## config.mk

```make
export PLATFORM = sky130hd
export DESIGN_NAME = cmos_capture_rgb565
export DESIGN_NICKNAME = d
export VERILOG_FILES = /design/src/rtl/cmos_capture_rgb565.sv
export SDC_FILE = /design/constraint.sdc
export NUM_CORES = 1
export LEC_CHECK = 0
export BUFFER_PORTS_ARGS = -buffer_cell sky130_fd_sc_hd__clkbuf_2
export CORE_ASPECT_RATIO = 1.2
export CORE_MARGIN = 5
export CORE_UTILIZATION = 57
export DETAILED_ROUTE_END_ITERATION = 10
export PLACE_DENSITY_LB_ADDON = 0.25
export SETUP_SLACK_MARGIN = 0.5
export SYNTH_ARGS = -nofsm -noshare
export SYNTH_HDL_FRONTEND = slang
export SYNTH_SLANG_ARGS = --single-unit
```

## constraint.sdc

```tcl
create_clock -name cmos_pclk -period 2.6 [get_ports cmos_pclk]
set_input_delay 0.26 -clock cmos_pclk [delete_from_list [all_inputs] [get_ports cmos_pclk]]
set_output_delay 0.26 -clock cmos_pclk [all_outputs]
set_load 0.005 [all_outputs]
```

## src/rtl/cmos_capture_rgb565.sv

```systemverilog
// CMOS byte-stream capture: skips start-up frames, packs byte pairs into RGB565
// pixels and flags frames whose line/pixel geometry does not match the configured size.
module cmos_capture_rgb565 #(
    parameter logic        CMOS_VSYNC_VALID   = 1'b1,
    parameter logic [3:0]  CMOS_FRAME_WAITCNT = 4'd10,
    parameter logic [10:0] IMG_HDISP          = 11'd800,
    parameter logic [10:0] IMG_VDISP          = 11'd480
) (
    input  logic        cmos_pclk,
    input  logic        rst_n,
    input  logic        cmos_vsync,
    input  logic        cmos_href,
    input  logic [7:0]  cmos_data,
    output logic        cmos_init_done,
    output logic        cmos_frame_vsync,
    output logic        cmos_frame_href,
    output logic        cmos_frame_valid,
    output logic [15:0] cmos_frame_data,
    output logic        cmos_frame_err
);

    localparam logic [10:0] CNT_MAX = 11'h7FF;

    logic        vsync_q, href_q;
    logic [7:0]  data_q;
    logic        vld_q, vld_d1_q;
    logic        fv_d1_q, href_d1_q;
    logic        byte_flag_q, byte_flag_d;
    logic [7:0]  hi_byte_q, hi_byte_d;
    logic [10:0] pix_cnt_q, pix_cnt_d;
    logic [10:0] line_cnt_q, line_cnt_d;
    logic        pend_q, pend_d;
    logic [3:0]  frame_cnt_q, frame_cnt_d;
    logic        init_done_q, init_done_d;
    logic        out_en_q, out_en_d;
    logic        frame_vsync_q, frame_vsync_d;
    logic        frame_href_q, frame_href_d;
    logic        frame_valid_q, frame_valid_d;
    logic [15:0] frame_data_q, frame_data_d;
    logic        frame_err_q, frame_err_d;

    logic        fv;
    logic        frame_start, frame_end;
    logic        href_fall, pix_done, line_bad, en_now;
    logic [10:0] line_cnt_now;

    always_comb begin
        fv = CMOS_VSYNC_VALID ? vsync_q : ~vsync_q;
        // Frame edges need two real samples, so a frame already running at reset
        // release never looks like a fresh start but still ends normally.
        frame_start = vld_d1_q & fv & ~fv_d1_q;
        frame_end   = vld_d1_q & ~fv & fv_d1_q;
        href_fall   = href_d1_q & ~href_q;
        pix_done    = href_q & byte_flag_q;
        line_bad    = href_fall & ((pix_cnt_q != IMG_HDISP) | byte_flag_q);
        en_now      = out_en_q | (frame_start & init_done_q);

        line_cnt_now = line_cnt_q;
        if (href_fall && line_cnt_q != CNT_MAX) begin
            line_cnt_now = line_cnt_q + 11'd1;
        end

        byte_flag_d = href_q ? ~byte_flag_q : 1'b0;
        hi_byte_d   = (href_q & ~byte_flag_q) ? data_q : hi_byte_q;

        pix_cnt_d = pix_cnt_q;
        if (href_fall) begin
            pix_cnt_d = '0;
        end else if (pix_done && pix_cnt_q != CNT_MAX) begin
            pix_cnt_d = pix_cnt_q + 11'd1;
        end

        line_cnt_d = frame_start ? 11'd0 : line_cnt_now;
        pend_d     = frame_end ? 1'b0 : (pend_q | line_bad);

        frame_err_d = frame_err_q;
        if (frame_end) begin
            frame_err_d = pend_q | line_bad | (line_cnt_now != IMG_VDISP);
        end

        frame_cnt_d = frame_cnt_q;
        if (frame_end && frame_cnt_q < CMOS_FRAME_WAITCNT) begin
            frame_cnt_d = frame_cnt_q + 4'd1;
        end
        init_done_d = init_done_q | (frame_cnt_d == CMOS_FRAME_WAITCNT);
        out_en_d    = en_now;

        frame_vsync_d = en_now & fv;
        frame_href_d  = en_now & href_q;
        frame_valid_d = en_now & pix_done;
        frame_data_d  = (en_now & pix_done) ? {hi_byte_q, data_q} : frame_data_q;
    end

    always_ff @(posedge cmos_pclk or negedge rst_n) begin
        if (!rst_n) begin
            vsync_q       <= 1'b0;
            href_q        <= 1'b0;
            data_q        <= '0;
            vld_q         <= 1'b0;
            vld_d1_q      <= 1'b0;
            fv_d1_q       <= 1'b0;
            href_d1_q     <= 1'b0;
            byte_flag_q   <= 1'b0;
            hi_byte_q     <= '0;
            pix_cnt_q     <= '0;
            line_cnt_q    <= '0;
            pend_q        <= 1'b0;
            frame_cnt_q   <= '0;
            init_done_q   <= 1'b0;
            out_en_q      <= 1'b0;
            frame_vsync_q <= 1'b0;
            frame_href_q  <= 1'b0;
            frame_valid_q <= 1'b0;
            frame_data_q  <= '0;
            frame_err_q   <= 1'b0;
        end else begin
            vsync_q       <= cmos_vsync;
            href_q        <= cmos_href;
            data_q        <= cmos_data;
            vld_q         <= 1'b1;
            vld_d1_q      <= vld_q;
            fv_d1_q       <= fv;
            href_d1_q     <= href_q;
            byte_flag_q   <= byte_flag_d;
            hi_byte_q     <= hi_byte_d;
            pix_cnt_q     <= pix_cnt_d;
            line_cnt_q    <= line_cnt_d;
            pend_q        <= pend_d;
            frame_cnt_q   <= frame_cnt_d;
            init_done_q   <= init_done_d;
            out_en_q      <= out_en_d;
            frame_vsync_q <= frame_vsync_d;
            frame_href_q  <= frame_href_d;
            frame_valid_q <= frame_valid_d;
            frame_data_q  <= frame_data_d;
            frame_err_q   <= frame_err_d;
        end
    end

    assign cmos_init_done   = init_done_q;
    assign cmos_frame_vsync = frame_vsync_q;
    assign cmos_frame_href  = frame_href_q;
    assign cmos_frame_valid = frame_valid_q;
    assign cmos_frame_data  = frame_data_q;
    assign cmos_frame_err   = frame_err_q;

endmodule

```

==> results.cfg <==
[clock_tree]
clockBufferDepth = 2
numCtsBuffers = 9
cts_root_buf = clkbuf_8
clkLatencyLatePin_ns = 0.34
cts_tree = built
cts.reportedPaths.clkPinSlew_ns = 0.07
cts_max_level = 3
cts.sinks = 72

[synth]
synth_top_area_frac = 0.606
synth-edff-count = 0
ys.flop_type = dfrtp_1
synth-seq-cells = 72
synth_common_cells = 72 x dfrtp_1, 24 x mux2_2, 23 x nor2_1, 11 x nand2_1
syn_area_um2 = 2980
ys_seq_area_frac = 0.606
synth.most_common_cell = dfrtp_1
netlist_top_cells_area = dfrtp_1 61%, mux2_2 9.1%, nor2_1 2.9%
avgSynthCellArea_um2 = 12.3
ys_warn_count = 0
postSynthCellCount = 242
async_reset_ff_frac = 1.00
synth_nets = 258
synth_cell_type_count = 42
yosys.area.top_type = dfrtp_1

[timing]
period_share = 0.801
drv_slew = 0
fin_skew_ns = 0.00605
setup_viol = 0
worstMarginPinSlew_ns = 0.544
fmax_ghz = 0.480
finalCriticalPeriod_ns = 2.08
rsz0062_at_grt = yes
tns_ns = 0
hold_viol = 0
slew_headroom = 0.636

[global_routing]
grt_pass1_vias = 2102
grt_pass1_wl_um = 9540
antenna_found_initial = 0
grt_max_degree = 53
grt_util_all_layers = 0.180
grt-ovfl-total = 0

[layout]
final_nets = 314
drive_gt1_frac = 0.330
diodes = 0
postLayoutCellArea_um2 = 3560
synthToLayoutAreaGrowth_pct = 19.8
final.fill_count = 342
instances_no_fill = 363

[placement]
place_hpwl_um = 3660
numPortBuffers = 32
gp_congestion = 0.841
numPlacedInstances = 332
dpl_cell_area_um2 = 3230

[drt]
wl_per_cell_um = 15.4
drc = 0
drtIter0Drc = 126
vias = 2038
wirelength_um = 5600
antenna_left = 0
first_pass_iters = 4
viasPerCell = 5.61

[die]
initial_utilization = 0.594
coreArea_um2 = 5010
ioPinCount = 33
die_y_um = 89.1
row_count = 28
die_w_um = 76.0
die_area_um2 = 6770

[job]
maxCapViolations = 0

[worst_setup_path]
startpoint = line_cnt_q[3]$_DFF_PN0_
timing.rr.start = line_cnt_q[3]$_DFF_PN0_
cp.required_ns = 2.82
arrival_ns = 2.30
worstSetupPathType = flop to flop
path_max_fanout = 6
start_kind = flop
crit_path_end_kind = flop

[status]
status = finished, final reports clean

[worst_hold_path]
min_from = cmos_vsync
hold_class = input port to flop

[power]
ir_worst_vdd_mv = 0.562
leakagePower_nw = 1.70
power.density_nw_per_um2 = 829
-- flip-flops by register name (all words and copies together) (netlist names) --
name / count
byte_flag_q: 1
cmos_frame_data: 16
cmos_frame_err: 1
cmos_frame_href: 1
cmos_frame_valid: 1
cmos_frame_vsync: 1
cmos_init_done: 1
data_q: 8
frame_cnt_q: 4
fv: 1
fv_d1_q: 1
hi_byte_q: 8
href_d1_q: 1
href_q: 1
line_cnt_q: 11
out_en_q: 1
pend_q: 1
pix_cnt_q: 11
vld_d1_q: 1
vld_q: 1
-- report_power, final --
group	internal [W]	switching [W]	total, W
sequential	0.00135	0.000161	0.00151
clock	0.000439	0.000380	0.000819
combinational	0.000342	0.000285	0.000627
total	0.00213	0.000826	0.00295
-- cells in the final DEF (no fill, tap or decap), types with 5 or more instances in the layout --
master,Yosys,final
clkbuf_2,0,31
a21oi_1,10,9
xnor2_1,5,5
dfrtp_1,72,69
or3_1,6,6
inv_1,5,5
nor2_1,23,23
buf_4,0,18
mux2_2,24,24
and4_1,5,5
xor2_1,6,6
nand3_1,10,10
o21ai_0,10,9
clkbuf_8,0,9
nand2_1,11,11
-- critical path, cell delays in order, from the launching register on --
cell and delay (ns):
dfrtp_1 0.44, and3_4 0.22, nand4_4 0.09, nand2_4 0.08
o32a_1 0.30, or4b_1 0.50, o32a_1 0.34
-- routing by layer --
layer	vias to the layer above	GRT usage	share of wire	wire length, um
met3	12	0.0484	0.057	320
met2	54	0.287	0.48	2710
met4	0	0.112	0.025	138
li1	982	-	-	-
met1	990	0.219	0.43	2440
met5	-	0	0	0
-- cells by family after synthesis --
kind of cell,Yosys count,share of synthesized area
mux,26,0.0976
fa+ha+maj,4,0.0168
simple gates,83,0.160
other cells,1,0.00126
xor+xnor,11,0.0324
buf+inv,12,0.0160
compound gates,33,0.0707
flops,72,0.606
-- repair_timing --
action	4_1_cts	5_1_grt
endpoints found under the setup margin	1	1
hold buffers	1	0
resized for setup	3	7
endpoints found under the hold margin	20	0
pin swaps	0	4
setup buffers	5	9
-- cell type report --
class / count / area, um^2 / share of cell area
Clock buffer: 12 / 135 / 0.0379
Clock inverter: 4 / 45.0 / 0.0126
Inverter: 5 / 18.8 / 0.00527
Multi-Input combinational cell: 158 / 1160 / 0.325
Sequential cell: 72 / 1810 / 0.506
Tap cell: 60 / 75.1 / 0.0211
Timing Repair Buffer: 52 / 325 / 0.0913
-- stage by stage --
| step | total power [W] | hold slack, ns | setup slack [ns] | util |
|---|---|---|---|---|
| after floorplan | 0.00183 | -0.0356 | 0.517 | - |
| after detailed placement | 0.00210 | 0.244 | 0.388 | 0.645 |
| after global routing | 0.00313 | 0.00101 | 0.449 | 0.712 |
| final | 0.00295 | 0.0236 | 0.517 | 0.712 |
| after CTS | 0.00296 | 0.00282 | 0.509 | 0.693 |
| after global placement | 0.00207 | 0.241 | 0.456 | 0.645 |
-- worst paths after layout --
check / endpoint / slack (ns) / depth (start not counted)
max reg2reg: cmos_frame_err$_DFFE_PN0N_ / 0.52 / 6
min reg2reg: vld_d1_q$_DFF_PN0_ / 0.36 / 0
max: cmos_frame_err$_DFFE_PN0N_ / 0.52 / 6
max in group asynchronous: line_cnt_q[5]$_DFF_PN0_ / 1.52 / 3
min: fv$_DFF_PN0_ / 0.02 / 1
min in group asynchronous: cmos_frame_data[2]$_DFFE_PN0P_ / 0.44 / 2
Note: power is estimated with default switching activity, not from simulation.
